[src/rtl/byte_bus_arbiter_if.sv]
// Byte bus arbiter interface: groups the requester, handshake and grant signals.
// The slave modport is the arbiter side; the master modport is the environment
// (requesters and downstream consumer). Optional lock input when
// BYTE_ARB_LOCK_EN is defined.
interface byte_bus_arbiter_if;
    logic       req_a;
    logic       req_b;
    logic [7:0] data_a;
    logic [7:0] data_b;
    logic       out_ready;
    logic       gnt_a;
    logic       gnt_b;
    logic       sel;
    logic [7:0] out_data;
    logic       out_valid;
    logic       busy;
`ifdef BYTE_ARB_LOCK_EN
    logic       lock;
`endif

    modport slave (
`ifdef BYTE_ARB_LOCK_EN
        input  lock,
`endif
        input  req_a,
        input  req_b,
        input  data_a,
        input  data_b,
        input  out_ready,
        output gnt_a,
        output gnt_b,
        output sel,
        output out_data,
        output out_valid,
        output busy
    );

    modport master (
`ifdef BYTE_ARB_LOCK_EN
        output lock,
`endif
        output req_a,
        output req_b,
        output data_a,
        output data_b,
        output out_ready,
        input  gnt_a,
        input  gnt_b,
        input  sel,
        input  out_data,
        input  out_valid,
        input  busy
    );
endinterface

[src/rtl/byte_bus_arbiter.sv]
// Round-robin arbiter sharing one 8-bit byte path between requesters A and B.
// Each grant is limited to MAX_BURST beats; the selected byte is captured in a
// registered output stage with a valid/ready handshake.
// Optional feature macro: BYTE_ARB_LOCK_EN (adds a lock input that lets the
// granted requester ignore the burst limit until its request drops).
module byte_bus_arbiter #(
    parameter int MAX_BURST = 4,
    parameter int CNT_W     = 3
) (
    input  logic              clk,
    input  logic              rst_n,
    byte_bus_arbiter_if.slave bus
);

    typedef enum logic [1:0] {
        IDLE    = 2'd0,
        GRANT_A = 2'd1,
        GRANT_B = 2'd2
    } state_e;

    // Count value of the final beat in a burst.
    localparam logic [CNT_W-1:0] LAST_CNT = CNT_W'(MAX_BURST - 1);

    state_e           state_q, state_d;
    logic [CNT_W-1:0] cnt_q, cnt_d;
    logic             last_b_q, last_b_d;   // 1: B was served last
    logic             sel_q, sel_d;
    logic [7:0]       out_data_q, out_data_d;
    logic             out_valid_q, out_valid_d;

    logic             own_req_s;
    logic             other_req_s;
    logic [7:0]       mux_byte_s;
    logic             accept_s;
    logic             beat_s;
    logic             limit_s;
    logic             release_s;
    logic             lock_s;

`ifdef BYTE_ARB_LOCK_EN
    assign lock_s = bus.lock;
`else
    assign lock_s = 1'b0;
`endif

    // Steer the owner's request, the competitor's request and the owner's byte.
    always_comb begin
        own_req_s   = 1'b0;
        other_req_s = 1'b0;
        mux_byte_s  = bus.data_a;
        case (state_q)
            GRANT_A: begin
                own_req_s   = bus.req_a;
                other_req_s = bus.req_b;
                mux_byte_s  = bus.data_a;
            end
            GRANT_B: begin
                own_req_s   = bus.req_b;
                other_req_s = bus.req_a;
                mux_byte_s  = bus.data_b;
            end
            default: begin
                own_req_s   = 1'b0;
                other_req_s = 1'b0;
                mux_byte_s  = bus.data_a;
            end
        endcase
    end

    // The output stage can take a byte when empty or when its byte leaves now.
    assign accept_s  = !out_valid_q || bus.out_ready;
    assign beat_s    = (state_q != IDLE) && own_req_s && accept_s;
    // Burst limit counts beats only; a held lock suspends it.
    assign limit_s   = (cnt_q == LAST_CNT) && !lock_s;
    assign release_s = (state_q != IDLE) && ((beat_s && limit_s) || !own_req_s);

    // Next-state logic: round-robin choice in IDLE, bounded bursts when granted.
    always_comb begin
        state_d  = state_q;
        cnt_d    = cnt_q;
        last_b_d = last_b_q;
        case (state_q)
            IDLE: begin
                cnt_d = {CNT_W{1'b0}};
                if (bus.req_a && bus.req_b) begin
                    state_d = last_b_q ? GRANT_A : GRANT_B;
                end else if (bus.req_a) begin
                    state_d = GRANT_A;
                end else if (bus.req_b) begin
                    state_d = GRANT_B;
                end else begin
                    state_d = IDLE;
                end
            end
            GRANT_A, GRANT_B: begin
                if (release_s) begin
                    cnt_d = {CNT_W{1'b0}};
                    if (other_req_s) begin
                        state_d  = (state_q == GRANT_A) ? GRANT_B : GRANT_A;
                        last_b_d = (state_q == GRANT_B);
                    end else if (own_req_s) begin
                        state_d = state_q;
                    end else begin
                        state_d = IDLE;
                    end
                end else if (beat_s) begin
                    // Saturates only while locked; otherwise the limit releases first.
                    cnt_d = (cnt_q == LAST_CNT) ? cnt_q : cnt_q + {{(CNT_W-1){1'b0}}, 1'b1};
                end else begin
                    cnt_d = cnt_q;
                end
            end
            default: begin
                state_d = IDLE;
                cnt_d   = {CNT_W{1'b0}};
            end
        endcase
    end

    // Output stage and mux select: capture on a beat, drain on ready, hold sel when idle.
    always_comb begin
        out_data_d  = out_data_q;
        out_valid_d = out_valid_q;
        sel_d       = sel_q;
        if (beat_s) begin
            out_data_d  = mux_byte_s;
            out_valid_d = 1'b1;
        end else if (bus.out_ready) begin
            out_valid_d = 1'b0;
        end else begin
            out_valid_d = out_valid_q;
        end
        case (state_d)
            GRANT_A: sel_d = 1'b0;
            GRANT_B: sel_d = 1'b1;
            default: sel_d = sel_q;
        endcase
    end

    // State and datapath registers; reset discards any pending beat.
    always_ff @(posedge clk or negedge rst_n) begin
        if (!rst_n) begin
            state_q     <= IDLE;
            cnt_q       <= {CNT_W{1'b0}};
            last_b_q    <= 1'b1;
            sel_q       <= 1'b0;
            out_data_q  <= 8'h00;
            out_valid_q <= 1'b0;
        end else begin
            state_q     <= state_d;
            cnt_q       <= cnt_d;
            last_b_q    <= last_b_d;
            sel_q       <= sel_d;
            out_data_q  <= out_data_d;
            out_valid_q <= out_valid_d;
        end
    end

    assign bus.gnt_a     = (state_q == GRANT_A);
    assign bus.gnt_b     = (state_q == GRANT_B);
    assign bus.busy      = (state_q != IDLE);
    assign bus.sel       = sel_q;
    assign bus.out_data  = out_data_q;
    assign bus.out_valid = out_valid_q;

endmodule

[src/flat_wrapper.sv]
// flat-port wrapper written by rule: the top's interface ports become plain ports
module byte_bus_arbiter_flat 
#(
    parameter int MAX_BURST = 4,
    parameter int CNT_W     = 3
)
  (clk, rst_n, bus_req_a, bus_req_b, bus_data_a, bus_data_b, bus_out_ready, bus_gnt_a, bus_gnt_b, bus_sel, bus_out_data, bus_out_valid, bus_busy);
  byte_bus_arbiter_if bus_i ();
  input  logic clk;
  input  logic rst_n;
  input wire logic [$bits(bus_i.req_a)-1:0] bus_req_a;
  input wire logic [$bits(bus_i.req_b)-1:0] bus_req_b;
  input wire logic [$bits(bus_i.data_a)-1:0] bus_data_a;
  input wire logic [$bits(bus_i.data_b)-1:0] bus_data_b;
  input wire logic [$bits(bus_i.out_ready)-1:0] bus_out_ready;
  output wire logic [$bits(bus_i.gnt_a)-1:0] bus_gnt_a;
  output wire logic [$bits(bus_i.gnt_b)-1:0] bus_gnt_b;
  output wire logic [$bits(bus_i.sel)-1:0] bus_sel;
  output wire logic [$bits(bus_i.out_data)-1:0] bus_out_data;
  output wire logic [$bits(bus_i.out_valid)-1:0] bus_out_valid;
  output wire logic [$bits(bus_i.busy)-1:0] bus_busy;
  assign bus_i.req_a = bus_req_a;
  assign bus_i.req_b = bus_req_b;
  assign bus_i.data_a = bus_data_a;
  assign bus_i.data_b = bus_data_b;
  assign bus_i.out_ready = bus_out_ready;
  assign bus_gnt_a = bus_i.gnt_a;
  assign bus_gnt_b = bus_i.gnt_b;
  assign bus_sel = bus_i.sel;
  assign bus_out_data = bus_i.out_data;
  assign bus_out_valid = bus_i.out_valid;
  assign bus_busy = bus_i.busy;
  byte_bus_arbiter #(.MAX_BURST(MAX_BURST), .CNT_W(CNT_W)) u_core (.clk(clk), .rst_n(rst_n), .bus(bus_i));
endmodule
[config.mk]
export PLATFORM = sky130hd
export DESIGN_NAME = byte_bus_arbiter_flat
export DESIGN_NICKNAME = d
export VERILOG_FILES = /design/src/rtl/byte_bus_arbiter_if.sv /design/src/rtl/byte_bus_arbiter.sv /design/src/flat_wrapper.sv
export SDC_FILE = /design/constraint.sdc
export NUM_CORES = 1
export LEC_CHECK = 0
export CAP_MARGIN = 10
export CORE_MARGIN = 5
export CORE_UTILIZATION = 25
export DETAILED_ROUTE_END_ITERATION = 6
export GPL_TIMING_DRIVEN = 1
export PLACE_DENSITY_LB_ADDON = 0.3
export SLEW_MARGIN = 5
export SYNTH_ARGS = -nofsm -noshare
export SYNTH_HDL_FRONTEND = slang
export SYNTH_SLANG_ARGS = --single-unit
[constraint.sdc]
create_clock -name clk -period 2.88 [get_ports clk]
set_input_delay 0.576 -clock clk [delete_from_list [all_inputs] [get_ports clk]]
set_output_delay 0.576 -clock clk [all_outputs]
set_load 0.05 [all_outputs]
Yosys cells after proc, flatten, opt, wreduce, memory -nomap -nowiden
Cells that the tools add are included.
{"block": "classes", "n_div": 0, "shifts": 0, "bitwise_logic": 0, "n_lt_le_gt_ge": 0, "n_eq_ne": 7, "add_sub_neg": 1, "n_reduce_logical": 16, "mul": 0, "muxes": 19}
{"op": "2-to-1 mux 2 bit", "n": 8}
{"op": "2-to-1 mux 3 bit", "n": 4}
{"op": "2-to-1 mux 8 bit", "n": 1}
{"op": "one-hot mux 1 bit (2 select lines)", "n": 3}
{"op": "nonzero test 2 bit", "n": 3}
{"op": "logical AND 1 bit", "n": 5}
{"op": "equality test 2 x 1 -> 1 bit, second input constant", "n": 2}
{"op": "equality test 2 bit, second input constant", "n": 2}
{"op": "one-hot mux 2 bit (2 select lines)", "n": 1}
{"op": "adder 3 x 1 -> 3 bit, second input constant", "n": 1}
{"op": "equality test 3 x 2 -> 1 bit, second input constant", "n": 1}
{"op": "!= test 3 x 1 -> 1 bit, second input constant", "n": 1}
{"op": "!= test 3 bit, second input constant", "n": 1}
{"op": "AND reduction 3 bit", "n": 1}
{"op": "zero test 1 bit", "n": 2}
{"op": "zero test 2 bit", "n": 1}
{"op": "logical OR 1 bit", "n": 2}
{"op": "2-to-1 mux 1 bit", "n": 2}
{"op": "AND reduction 2 bit", "n": 1}
{"op": "OR reduction 2 bit", "n": 1}
{"block": "word_totals", "rom_bits": 0, "output_inout_bits": 13, "n_memories": 0, "reg_bits": 16, "mem_bits_rw": 0, "latchBits": 0, "wordCells": 49}

Depth between registers and ports, before layout
Gate-level depths: netlist of run 1.
{"block": "depth", "depth_word": 11, "mapped_depth": 9}

Least setup slack after synthesis of run 1
OpenSTA, ideal clock, no wires.
{"block": "synth_path", "kind": "flip-flop to flip-flop", "start": "register u_core.state_q[1]", "end": "register u_core.sel_q, in the netlist u_core.bus.sel", "period_less_slack_ps": 2510, "path_stages_with_launch": 9, "required_time_ps": 2755, "arrival_ps": 2386, "slack_ps": 370, "path_cell_list": "dfrtp_1 -> inv_1 -> ha_1 -> a22o_4 -> o221ai_2 -> mux2i_1 -> o21ai_0 -> ha_1 -> mux2_2"}
{"block": "synth_between", "elab_chain_len": 11, "elab_cells_between_ends": 22}
{"element": "from (decl)", "line_no": "byte_bus_arbiter.sv:24", "rtl": "state_e state_q, state_d;"}
{"element": "from (signal assigned)", "line_no": "byte_bus_arbiter.sv:150", "rtl": "state_q <= state_d;"}
{"element": "equality test 2 x 1 -> 1 bit *"}
{"element": "named net bus_gnt_a", "line_no": "flat_wrapper.sv:16", "rtl": "output wire logic [$bits(bus_i.gnt_a)-1:0] bus_gnt_a;"}
{"element": "one-hot mux 1 bit (2 select lines)", "line_no": "byte_bus_arbiter.sv:51", "rtl": "case (state_q)"}
{"element": "logical AND 1 bit (2 in a row)", "line_no": "byte_bus_arbiter.sv:72", "rtl": "assign beat_s = (state_q != IDLE) && own_req_s && accept_s;"}
{"element": "logical AND 1 bit", "line_no": "byte_bus_arbiter.sv:75", "rtl": "assign release_s = (state_q != IDLE) && ((beat_s && limit_s) || !own_req_s);"}
{"element": "logical OR 1 bit", "line_no": "byte_bus_arbiter.sv:75"}
{"element": "logical AND 1 bit", "line_no": "byte_bus_arbiter.sv:75"}
{"element": "2-to-1 mux 2 bit", "line_no": "byte_bus_arbiter.sv:96", "rtl": "if (release_s) begin"}
{"element": "one-hot mux 2 bit (2 select lines) *", "line_no": "byte_bus_arbiter.sv:82", "rtl": "case (state_q)"}
{"element": "named net u_core.state_d[1]", "line_no": "byte_bus_arbiter.sv:24"}
{"element": "equality test 2 bit / equality test 2 x 1 -> 1 bit (equally long branches)", "line_no": "byte_bus_arbiter.sv:133", "rtl": "case (state_d)"}
{"element": "one-hot mux 1 bit (2 select lines) / nonzero test 2 bit (equally long branches)"}
{"element": "to (signal assigned)", "line_no": "byte_bus_arbiter.sv:153", "rtl": "sel_q <= sel_d;"}
{"element": "to (decl)", "line_no": "byte_bus_arbiter.sv:27", "rtl": "logic sel_q, sel_d;"}
Mark *: on every way through the listed nets, which the timed path passes. The rest lies on a longest branch.
A chain may end at the register's enable or synchronous reset.

Worst setup path after layout of run 1
{"block": "layout_path", "start": "register u_core.state_q[0]", "end": "output port bus_busy"}
{"block": "layout_between", "elab_chain_len": 1}
{"element": "nonzero test 2 bit", "line_no": "byte_bus_arbiter.sv:161", "rtl": "assign bus.busy = (state_q != IDLE);"}
{"element": "to (decl)", "line_no": "flat_wrapper.sv:21", "rtl": "output wire logic [$bits(bus_i.busy)-1:0] bus_busy;"}
No other way between the ends.

==> flow_metrics.env, run 1 <==
export IMPL_die_area_um2=5420
export IMPL_synth_cell_types=31
export IMPL_max_freq_mhz=384
export IMPL_synth_top_area_frac=0.371
export IMPL_worstPathMaxFanout=7
export IMPL_grt_pass1_vias=793
export IMPL_coreArea_um2=3970
export IMPL_fin_skew_ns=0.00774
export IMPL_track_usage=0.0880
export IMPL_setup_viol=0
export IMPL_via_per_inst=4.49
export IMPL_postSynthCellCount=91
export IMPL_postSynthAreaPerCell_um2=11.1
export IMPL_synth_area_um2=1010
export IMPL_cap_viol_max_count=0
export IMPL_wl_per_cell_um=12.5
export IMPL_totalWireLength_um=2210
export IMPL_cp_top_family="buffers and inverters"
export IMPL_relSlewSlack=0.537
export IMPL_place_inst=173
export IMPL_worst_setup_path_start_kind="flip-flop"
export IMPL_yosys_top_cells_area="dfrtp_1, mux2_2, ha_1, mux2i_1, nand2b_1"
export IMPL_antenna_cells=0
export IMPL_die_height_um=73.6
export IMPL_end_kind="primary output"
export IMPL_timing_critical_path_mode_cell="inv_1"
export IMPL_routedLengthMet1_um=965
export IMPL_wl_met3_um=162
export IMPL_cp_cell_sequence="inv_1, ha_1, inv_1, clkdlybuf4s50_1"
export IMPL_final_max_slew_viol_count=0
export IMPL_min_period_ns=2.60
export IMPL_numCtsBuffers=3
export IMPL_combPwrFrac=0.630
export IMPL_met2RoutedLength_um=1070
export IMPL_p_per_area_nw_per_um2=1060
export IMPL_synth_top_area_cell="dfrtp_1"
export IMPL_post_route_cell_area_um2=1450
export IMPL_ys_seq_elements=16
export IMPL_cts_tree="done"
export IMPL_final_hold_violation_count=0
export IMPL_nFillCells=401
export IMPL_yosysWarnings=0
export IMPL_die_w_um=73.6
export IMPL_crit_path_top_delay_cell="clkdlybuf4s50_1"
export IMPL_ant_nets=0
export IMPL_critPathMaxStageDelay_ns=0.81
export IMPL_outcome="completed"
export IMPL_multi_input_area_um2=569
export IMPL_clkTransAtPathRegs_ns=0.06
export IMPL_drive_gt1_frac=0.228
export IMPL_ys_seq_area_frac=0.397
export IMPL_p_leak_nw=0.597
export IMPL_holdBufCountCts=0
export IMPL_timing_worst_setup_path_type="flip-flop to primary output"
export IMPL_placed_area_um2=1400
export IMPL_path_buf_inv=3
export IMPL_htreeDepth=1
export IMPL_area_growth_pct=43.6
export IMPL_worstMarginPinSlew_ns=0.692
export IMPL_cts_setup_buffers=0
export IMPL_power_internal_mw=0.830
export IMPL_rsz0062_at_grt="no"
export IMPL_cp_required_ns=2.30
export IMPL_nets=156
export IMPL_dp_hpwl_um=1760
export IMPL_drtIter0Drc=7
export IMPL_worstSkewPairLatency_ns=0.25
export IMPL_vias=795
export IMPL_finalNonFillerCells=177
export IMPL_hold_path_class="flip-flop to flip-flop"
export IMPL_routed_top_layer="met4"
export IMPL_ioPinCount=34
export IMPL_first_pass_iters=4
export IMPL_worst_endpoint_arrival_ns=2.03
export IMPL_tns_ns=0
export IMPL_drc=0
export IMPL_pwr_share_seq=0.244
export IMPL_clockBufferDepth=2
export IMPL_cts_sinks=16
export IMPL_power_switching_mw=0.709
export IMPL_gr_total_overflow=0
export IMPL_initial_core_util=0.255
export IMPL_post_route_util=0.366
export IMPL_clock_root_buffer="clkbuf_8"
export IMPL_pwr_share_clk=0.126
export IMPL_syn_nets=119
export IMPL_antenna_found_initial=0
export IMPL_period_share=0.904
export IMPL_holdWs_ns=0.508
export IMPL_portBuffers=33
export IMPL_cts_resized=0
export IMPL_sw_frac_of_total=0.461
export IMPL_regArea_um2=402
export IMPL_grt_first_pass_wirelength_um=3710
export IMPL_max_vdd_ir_drop_mv=0.492
export IMPL_grt_max_degree=17
export IMPL_num_rows=23
export IMPL_routabilityCongestion=0.780
layer usage:
metal	vias to the layer above	track usage
li1	399	-
met1	369	0.112
met2	25	0.140
met3	2	0.0246
met4	0	0.0362
met5	-	0
registers in the layout (all words and copies together), names as in the netlist:
signal and count:
u_core.cnt_q 3, u_core.bus.out_data 8, u_core.bus.out_valid 1, u_core.last_b_q 1
u_core.bus.sel 1, u_core.state_q 2
power by group through the flow:
stage / clock [mW] / sequential (mW) / combinational [mW]
2_1_floorplan: 0 / 0.589 / 0.482
3_3_place_gp: 0 / 0.375 / 0.970
3_5_place_dp: 0 / 0.379 / 0.980
4_1_cts: 0.201 / 0.377 / 0.982
5_1_grt: 0.211 / 0.390 / 1.04
6_report: 0.193 / 0.376 / 0.969
cell families after synthesis:
group	synth area share
xor+xnor	0.00865
flops	0.397
compound gates	0.105
simple gates	0.156
mux	0.206
buf+inv	0.0408
fa+ha+maj	0.0865
final timing paths:
path                       slack [ns]                      to  depth (start not counted)                   start
setup / recovery                 0.28                bus_busy                          4       u_core.state_q[0]
hold / removal                   0.51  u_core.bus.out_data[0]                          1  u_core.bus.out_data[0]
setup reg to reg                 0.39          u_core.bus.sel                          8       u_core.state_q[1]
hold reg to reg                  0.51  u_core.bus.out_data[0]                          1  u_core.bus.out_data[0]
max in group asynchronous        1.69       u_core.state_q[0]                          1                   rst_n
min in group asynchronous        0.75  u_core.bus.out_data[5]                          1                   rst_n
cells in the final DEF (no fill, tap or decap), types with 2 or more instances in the layout:
cell              n
nand4b_1          2
mux2i_1           4
nor2_1            5
nor2b_1           2
o21ai_0           2
clkdlybuf4s50_1  32
dfrtp_1          15
clkbuf_8          4
inv_1             4
a21oi_1           3
nand2b_1          6
nand3_1           3
buf_4             4
ha_1              7
mux2_2           15
nand2_1           3
final cells by class:
class / count / area share
Multi-Input combinational cell: 67 / 0.392
Sequential cell: 16 / 0.276
Timing Repair Buffer: 36 / 0.241
Tap cell: 50 / 0.0430
Clock buffer: 4 / 0.0379
Inverter: 4 / 0.0103
Yosys cell counts:
cell	instances
o211ai_1	1
and4b_1	1
nand3_1	3
a211oi_1	1
nor2_1	5
dfrtp_1	15
o22ai_1	1
mux2_2	15
buf_2	3
xnor2_1	1
nand4b_1	2
dfstp_2	1
inv_1	4
nor3_4	1
a21oi_1	3
nand4_1	1
o221ai_2	1
o21ai_0	2
a22o_1	1
ha_1	7
nor2b_1	2
a31oi_1	1
nand2_2	1
a22o_4	1
nand2b_1	6
o21ai_1	1
buf_6	1
nand2_1	3
o21a_1	1
mux2i_1	4
or2_2	1
worst reg2reg max path: stages, from the launching register on:
cell      delay, ns
dfrtp_1        0.45
inv_1          0.09
ha_1           0.29
a22o_4         0.30
o221ai_2       0.28
mux2i_1        0.22
o21ai_0        0.12
ha_1           0.30
mux2_2         0.32
through the flow:
step / setup slack [ns] / total power, mW
floorplan: 0.370 / 1.07
global placement: 0.250 / 1.35
detailed placement: 0.206 / 1.36
CTS: 0.266 / 1.56
global route: 0.169 / 1.64
finish: 0.276 / 1.54
Power figures use the tool's default switching activity.
==> run 2, diff against run 1 <==
--- a/config.mk
+++ b/config.mk
@@ -6,7 +6,7 @@
 export NUM_CORES = 1
 export LEC_CHECK = 0
 export CAP_MARGIN = 10
-export CORE_MARGIN = 5
+export CORE_MARGIN = 3
 export CORE_UTILIZATION = 25
 export DETAILED_ROUTE_END_ITERATION = 6
 export GPL_TIMING_DRIVEN = 1
==> run 2 against run 1 <==
- combinational power about the same
- via count increased by 1.5%
- hold slack got worse by 0.0013 ns
- first-iteration DRC count increased to 3.3 times the previous value
- clock skew decreased by 0.0065 ns
- die area decreased by 11%
- clock-buffer cell count unchanged
- clock power decreased by 10%
- global-route usage increased by 0.79 points
- sequential share of layout area increased by 0.19 points
- worst setup slack improved by 0.0064 ns
- critical path depth decreased by 1
- critical path type unchanged
==> flow_metrics.env, run 2 (same netlist as run 1, synthesis figures left out) <==
export IMPL_outcome="completed"
export IMPL_layout_commonest_cell="clkdlybuf4s50_1"
export IMPL_final_cell_mix="clkdlybuf4s50_1, mux2_2, dfrtp_1, ha_1, nand2b_1"
export IMPL_final_hold_violation_count=0
export IMPL_fin_skew_ns=0.00127
export IMPL_track_usage=0.0959
export IMPL_coreArea_um2=3770
export IMPL_p_leak_nw=0.590
export IMPL_initial_core_util=0.268
export IMPL_final_max_slew_viol_count=0
export IMPL_clkTransAtPathRegs_ns=0.06
export IMPL_critPathMaxStageDelay_ns=0.87
export IMPL_first_pass_iters=4
export IMPL_setup_viol=0
export IMPL_die_height_um=69.6
export IMPL_num_rows=22
export IMPL_drc=0
export IMPL_clock_root_buffer="clkbuf_8"
export IMPL_p_per_area_nw_per_um2=1050
export IMPL_relSlewSlack=0.510
export IMPL_worstPathMaxFanout=8
export IMPL_max_freq_mhz=385
export IMPL_max_vdd_ir_drop_mv=0.540
export IMPL_numCtsBuffers=3
export IMPL_via_per_inst=4.61
export IMPL_drive_gt1_frac=0.213
export IMPL_cts_sinks=16
export IMPL_worstSkewPairLatency_ns=0.25
export IMPL_dp_hpwl_um=1760
export IMPL_post_route_util=0.383
export IMPL_wl_per_cell_um=12.5
export IMPL_ioPinCount=34
export IMPL_holdBufCountCts=0
export IMPL_htreeDepth=1
export IMPL_antenna_cells=0
export IMPL_cp_top_family="buffers and inverters"
export IMPL_rsz0062_at_grt="no"
export IMPL_min_period_ns=2.60
export IMPL_worst_endpoint_arrival_ns=2.02
export IMPL_path_buf_inv=2
export IMPL_vias=807
export IMPL_gr_total_overflow=0
export IMPL_combPwrFrac=0.638
export IMPL_die_area_um2=4850
export IMPL_clockBufferDepth=2
export IMPL_nets=156
export IMPL_antenna_found_initial=0
export IMPL_ant_nets=0
export IMPL_crit_path_top_delay_cell="clkdlybuf4s50_1"
export IMPL_grt_first_pass_wirelength_um=3780
export IMPL_drtIter0Drc=23
export IMPL_power_switching_mw=0.713
export IMPL_area_growth_pct=42.6
export IMPL_end_kind="primary output"
export IMPL_timing_worst_setup_path_type="flip-flop to primary output"
export IMPL_cts_resized=0
export IMPL_cap_viol_max_count=0
export IMPL_worst_setup_path_start_kind="flip-flop"
export IMPL_largest_reg_flops=8
export IMPL_cp_required_ns=2.30
export IMPL_sw_frac_of_total=0.468
export IMPL_pwr_share_clk=0.114
export IMPL_period_share=0.902
export IMPL_tns_ns=0
export IMPL_totalWireLength_um=2190
export IMPL_worstMarginPinSlew_ns=0.732
export IMPL_power_internal_mw=0.810
export IMPL_routabilityCongestion=0.778
export IMPL_nFillCells=375
export IMPL_die_w_um=69.6
export IMPL_grt_max_degree=17
export IMPL_cp_cell_sequence="inv_1, ha_1, clkdlybuf4s50_1"
export IMPL_grt_pass1_vias=824
export IMPL_portBuffers=33
export IMPL_hold_path_class="flip-flop to flip-flop"
export IMPL_cts_setup_buffers=0
export IMPL_totalPowerFinal_mw=1.52
export IMPL_cts_tree="done"
export IMPL_pwr_share_seq=0.248
==> run 2: changes by cell type in the layout (fill, tap and decap cells not counted), sizes merged <==
| cell | previous run | this run |
|---|---|---|
| buf | 4 | 3 |
| clkdlybuf4s50 | 32 | 33 |
==> run 2: worst paths after layout <==
kind,from,end,slack [ns],cells past startpoint
hold / removal,u_core.bus.out_data[7],u_core.bus.out_data[7],0.51,1
hold reg to reg,u_core.bus.out_data[7],u_core.bus.out_data[7],0.51,1
setup / recovery,u_core.state_q[0],bus_gnt_b,0.28,3
setup reg to reg,u_core.state_q[1],u_core.bus.sel,0.39,8
min in group asynchronous,rst_n,u_core.bus.out_data[2],0.76,1
max in group asynchronous,rst_n,u_core.bus.out_data[7],1.66,1
==> run 2: final cells by class <==
| cell class | count | area, µm² | share of cell area |
|---|---|---|---|
| Multi-Input combinational cell | 67 | 569 | 0.394 |
| Sequential cell | 16 | 402 | 0.278 |
| Timing Repair Buffer | 36 | 353 | 0.244 |
| Tap cell | 48 | 60.1 | 0.0416 |
| Clock buffer | 4 | 45.0 | 0.0312 |
| Inverter | 4 | 15.0 | 0.0104 |
==> run 2: power groups by stage <==
stage          Clock, mW  Sequential, mW  Combinational [mW]
2_1_floorplan          0           0.589               0.482
3_3_place_gp           0           0.376               0.972
3_5_place_dp           0           0.381               0.978
4_1_cts            0.184           0.380               0.981
5_1_grt            0.196           0.390                1.04
6_report           0.173           0.377               0.972
==> run 2: per-stage QoR <==
stage | area, µm² | worst slack [ns] | hold WS [ns] | cells
2_1_floorplan | 1010 | 0.370 | 0.280 | 91
3_3_place_gp | 1400 | 0.240 | 0.491 | 171
3_5_place_dp | 1400 | 0.205 | 0.498 | 171
4_1_cts | 1440 | 0.266 | 0.512 | 175
5_1_grt | 1440 | 0.186 | 0.531 | 175
6_report | 1440 | 0.282 | 0.507 | 175
==> run 2: layer usage <==
layer,wire [µm],vias up,track usage,share of wire
met5,0,-,0,0
met4,27,0,0.0404,0.012
met3,215,3,0.0377,0.098
met2,977,37,0.143,0.45
met1,971,371,0.123,0.44
li1,-,396,-,-
==> RTL edit 1 (settings of run 2) <==
`CNT_W` is set to 3 in 2 places; all go to 4.
--- a/src/rtl/byte_bus_arbiter.sv
+++ b/src/rtl/byte_bus_arbiter.sv
@@ -5,7 +5,7 @@
 // granted requester ignore the burst limit until its request drops).
 module byte_bus_arbiter #(
     parameter int MAX_BURST = 4,
-    parameter int CNT_W     = 3
+    parameter int CNT_W     = 4
 ) (
     input  logic              clk,
     input  logic              rst_n,
--- a/src/flat_wrapper.sv
+++ b/src/flat_wrapper.sv
@@ -2,7 +2,7 @@
 module byte_bus_arbiter_flat 
 #(
     parameter int MAX_BURST = 4,
-    parameter int CNT_W     = 3
+    parameter int CNT_W     = 4
 )
   (clk, rst_n, bus_req_a, bus_req_b, bus_data_a, bus_data_b, bus_out_ready, bus_gnt_a, bus_gnt_b, bus_sel, bus_out_data, bus_out_valid, bus_busy);
   byte_bus_arbiter_if bus_i ();
Function: same outputs for any inputs over 10 cycles, from zero or initial values and one cycle with rst_n low; that may be too few to reach the edited logic, so the function may still have changed.
==> RTL edit 1 against run 2 <==
  * Setup slack gained 0.055 ns
  * Sequential cell count grew 1
  * Final area grew 2.3%
  * Routed wire length grew 5.8%
  * Sequential power grew 3%
  * Power grew 4.3%
  * Clock power grew 2%
  * Die area grew 3.7%
  * Area after synthesis grew 4.1%
  * Synthesized cell count grew 6.6%
  * Critical endpoint is now bus_busy
==> RTL edit 1: results (changes against run 2) <==
Global route
  • Largest net degree at the start of global routing: 18 (was 17)
  • First-pass GRT wire length: 4070 um (was 3780 um)
  • Vias in the first global route: 914 (was 824)
  • GRT Util Overall: 10.2% (was 9.59%)

STA
  • Slew of the pin with the lowest slew margin: 0.778 ns (was 0.732 ns)
  • Final period util: 88.3% (was 90.2%)
  • Hold slack: 0.522 ns (was 0.507 ns)
  • Setup Skew: 0.00593 ns (was 0.00127 ns)

Synth
  • Post-synth cell types: 34 (was 31)
  • Commonest cells in the synthesized netlist: 16 x dfrtp_1, 13 x nor2_1, 11 x mux2i_1 (was 15 x dfrtp_1, 15 x mux2_2, 7 x ha_1)
  • Syn Nets: 124 (was 119)
  • Register area share after synthesis: 40.5% (was 39.7%)
  • Compound-Gate Fraction of Synth Area: 13.8% (was 10.5%)
  • Multiplexer share of the synthesized area: 12.6% (was 20.6%)

Route
  • Metal2 WL: 1190 um (was 977 um)
  • Post-Route WL: 2320 um (was 2190 um)
  • Met1 Routed Length: 973 um (was 971 um)
  • WL met3: 126 um (was 215 um)
  • First DRT Iteration DRCs: 6 (was 23)

Layout
  • Share of cells above drive strength 1: 12.0% (was 21.3%)
  • # fillers: 380 (was 375)
  • Final net count: 161 (was 156)

Worst setup path
  • R2R Path Start: u_core.state_q[0] (was u_core.state_q[1])
  • CP max stage delay: 0.82 ns (was 0.87 ns)
  • Arrival time at the worst endpoint: 1.97 ns (was 2.02 ns)
  • Register-to-register setup slack: 0.41 ns (was 0.39 ns)

Place
  • Detailed placer's ending HPWL: 1880 um (was 1760 um)
  • Routability cong.: 0.764 (was 0.778)

Hold path
  • WHS Path Cells: 2 (was 1)
  • Hold_sp: u_core.bus.out_data[1] (was u_core.bus.out_data[7])

Pwr
  • Leak Pwr: 0.592 nW (was 0.590 nW)
  • Maximum VDD drop: 437 uV (was 540 uV)

Status
  • Status: finished clean (unchanged)
-- RTL edit 1: cell type report --
class,count,area share (%)
sequential,17,28.9
multi-input combinational,75,40.6
inverter,3,0.762
timing repair buffer,34,22.7
clock buffer,4,3.05
tap,48,4.06
-- RTL edit 1: worst max-delay path by stage --
stage                                end  depth (start not counted)
after CTS                       bus_busy                          4
after global placement    u_core.bus.sel                          7
after global routing            bus_busy                          4
final                           bus_busy                          4
after floorplan           u_core.bus.sel                          9
after detailed placement  u_core.bus.sel                          7
-- RTL edit 1: kinds of logic after synthesis --
logic type,after synthesis
fa+ha+maj,6
compound gates,19
xor+xnor,2
mux,13
simple gates,35
buf+inv,5
flops,17
-- RTL edit 1: per-stage QoR --
stage	total power, mW	utilization (%)	std cells	area [um2]
after floorplan	1.12	-	97	1050
after global placement	1.41	37.2	177	1430
after detailed placement	1.42	37.2	177	1430
after CTS	1.61	38.3	181	1480
after global routing	1.70	38.3	181	1480
final	1.59	38.3	181	1480
-- RTL edit 1: layer usage --
layer,global-route usage (%),vias up
met5,0,-
met4,5.43,0
li1,-,419
met2,17.6,24
met3,2.56,4
met1,11.4,376
-- RTL edit 1: critical path, delay by kind of cell (launching register included) --
family | cells | cell delay (ns)
flip-flops | 1 | 0.42
adder cells (fa/ha/maj) | 1 | 0.23
buffers and inverters | 3 | 1.05
-- RTL edit 1: power by group --
| part | internal, mW | switching [mW] | leakage (nW) | total, mW |
|---|---|---|---|---|
| combinational | 0.370 | 0.654 | 0.359 | 1.02 |
| clock | 0.0981 | 0.0790 | 0.0228 | 0.177 |
| sequential | 0.332 | 0.0558 | 0.210 | 0.387 |
==> RTL edit 2 (flow settings as in run 2) <==
Without the edit above. The 3 states of `state_e` get a one-hot encoding in 3 bits.
--- a/src/rtl/byte_bus_arbiter.sv
+++ b/src/rtl/byte_bus_arbiter.sv
@@ -12,10 +12,10 @@
     byte_bus_arbiter_if.slave bus
 );
 
-    typedef enum logic [1:0] {
-        IDLE    = 2'd0,
-        GRANT_A = 2'd1,
-        GRANT_B = 2'd2
+    typedef enum logic [2:0] {
+        IDLE    = 3'b001,
+        GRANT_A = 3'b010,
+        GRANT_B = 3'b100
     } state_e;
 
     // Count value of the final beat in a burst.
Formal check against the unedited RTL: same outputs for any inputs over 10 cycles, from zero or initial values and one cycle with rst_n low; not proved beyond that.
==> RTL edit 2 against run 2 <==
  * Maximum frequency grew 7.4%
  * Routed wire length decreased by 2.1%
  * Sequential cell count up 1
  * Area after synthesis is 7.4% lower
  * Setup slack improved by 0.18 ns
  * Hold slack better by 0.012 ns
  * Die area is 6.8% lower
  * Final area decreased by 5.9%
  * Power down 8.8%
  * Largest cell class unchanged
==> RTL edit 2: results (changes against run 2) <==
Pwr
  • Leak Pwr: 0.518 nW (was 0.590 nW)
  • Sw Pwr: 0.656 mW (was 0.713 mW)
  • Comb power frac: 57.0% (was 63.8%)
  • Maximum VDD drop: 401 uV (was 540 uV)
  • Tot Pwr: 1.39 mW (was 1.52 mW)
  • Reg power frac: 29.6% (was 24.8%)

Layout
  • Final net count: 151 (was 156)
  • Multi-input gates: 70 (was 67)
  • Multi-input logic portion of the cell area: 34.5% (was 39.4%)
  • Inverter count: 2 (was 4)
  • Share of cells above drive strength 1: 12.6% (was 21.3%)
  • Clock buf/inv share: 3.59% (was 3.12%)
  • # fillers: 372 (was 375)

Place
  • Placed cell area: 1310 um2 (was 1400 um2)
  • Detailed placer's ending HPWL: 1680 um (was 1760 um)

Synth
  • Number of synthesized register bits: 17 (was 16)
  • Syn Nets: 116 (was 119)

Route
  • Avg Vias per Cell: 4.53 (was 4.61)
  • DR WL/cell: 12.4 um (was 12.5 um)
  • First DRT Iteration DRCs: 22 (was 23)

Worst setup path
  • Register-to-register setup slack: 1.21 ns (was 0.39 ns)
  • Critical path peak fanout: 6 (was 8)
  • Critical path origin: u_core.state_q[2] (was u_core.state_q[0])

Status
  • Status: finished clean (unchanged)

Hold path
  • Hold_sp: u_core.bus.sel (was u_core.bus.out_data[7])

STA
  • Slew of the pin with the lowest slew margin: 0.782 ns (was 0.732 ns)

Global route
  • Vias in the first global route: 807 (was 824)
## RTL edit 2: cell types whose count changed after synthesis, moves of 4 or more
cell	run 2	this run
mux2_2	15	0
mux2i_1	4	8
nor2_1	5	13
ha_1	7	2
a21oi_1	3	15
## RTL edit 2: logic make-up after synthesis
logic type	Yosys count	share of synthesized area, %
DFF	17	45.7
buffers and inverters	6	4.27
muxes	8	8.55
adders and majority gates	2	2.67
AOI/OAI and AO/OA	26	17.9
and+or+nand+nor	34	21.0
## RTL edit 2: routing by layer
layer  vias up  wire length [um]  track usage [%]
li1        392                 -                -
met1       369               883             10.4
met2        18              1110             18.4
met3         5               111             3.66
met4         0                45             5.32
met5         -                 0                0
## RTL edit 2: through the flow
step | hold slack (ns) | setup slack [ns] | instances
floorplan | 0.280 | 1.32 | 93
global placement | 0.505 | 0.766 | 169
finish | 0.518 | 0.461 | 173
CTS | 0.530 | 0.444 | 173
detailed placement | 0.514 | 0.743 | 169
global route | 0.555 | 0.370 | 173
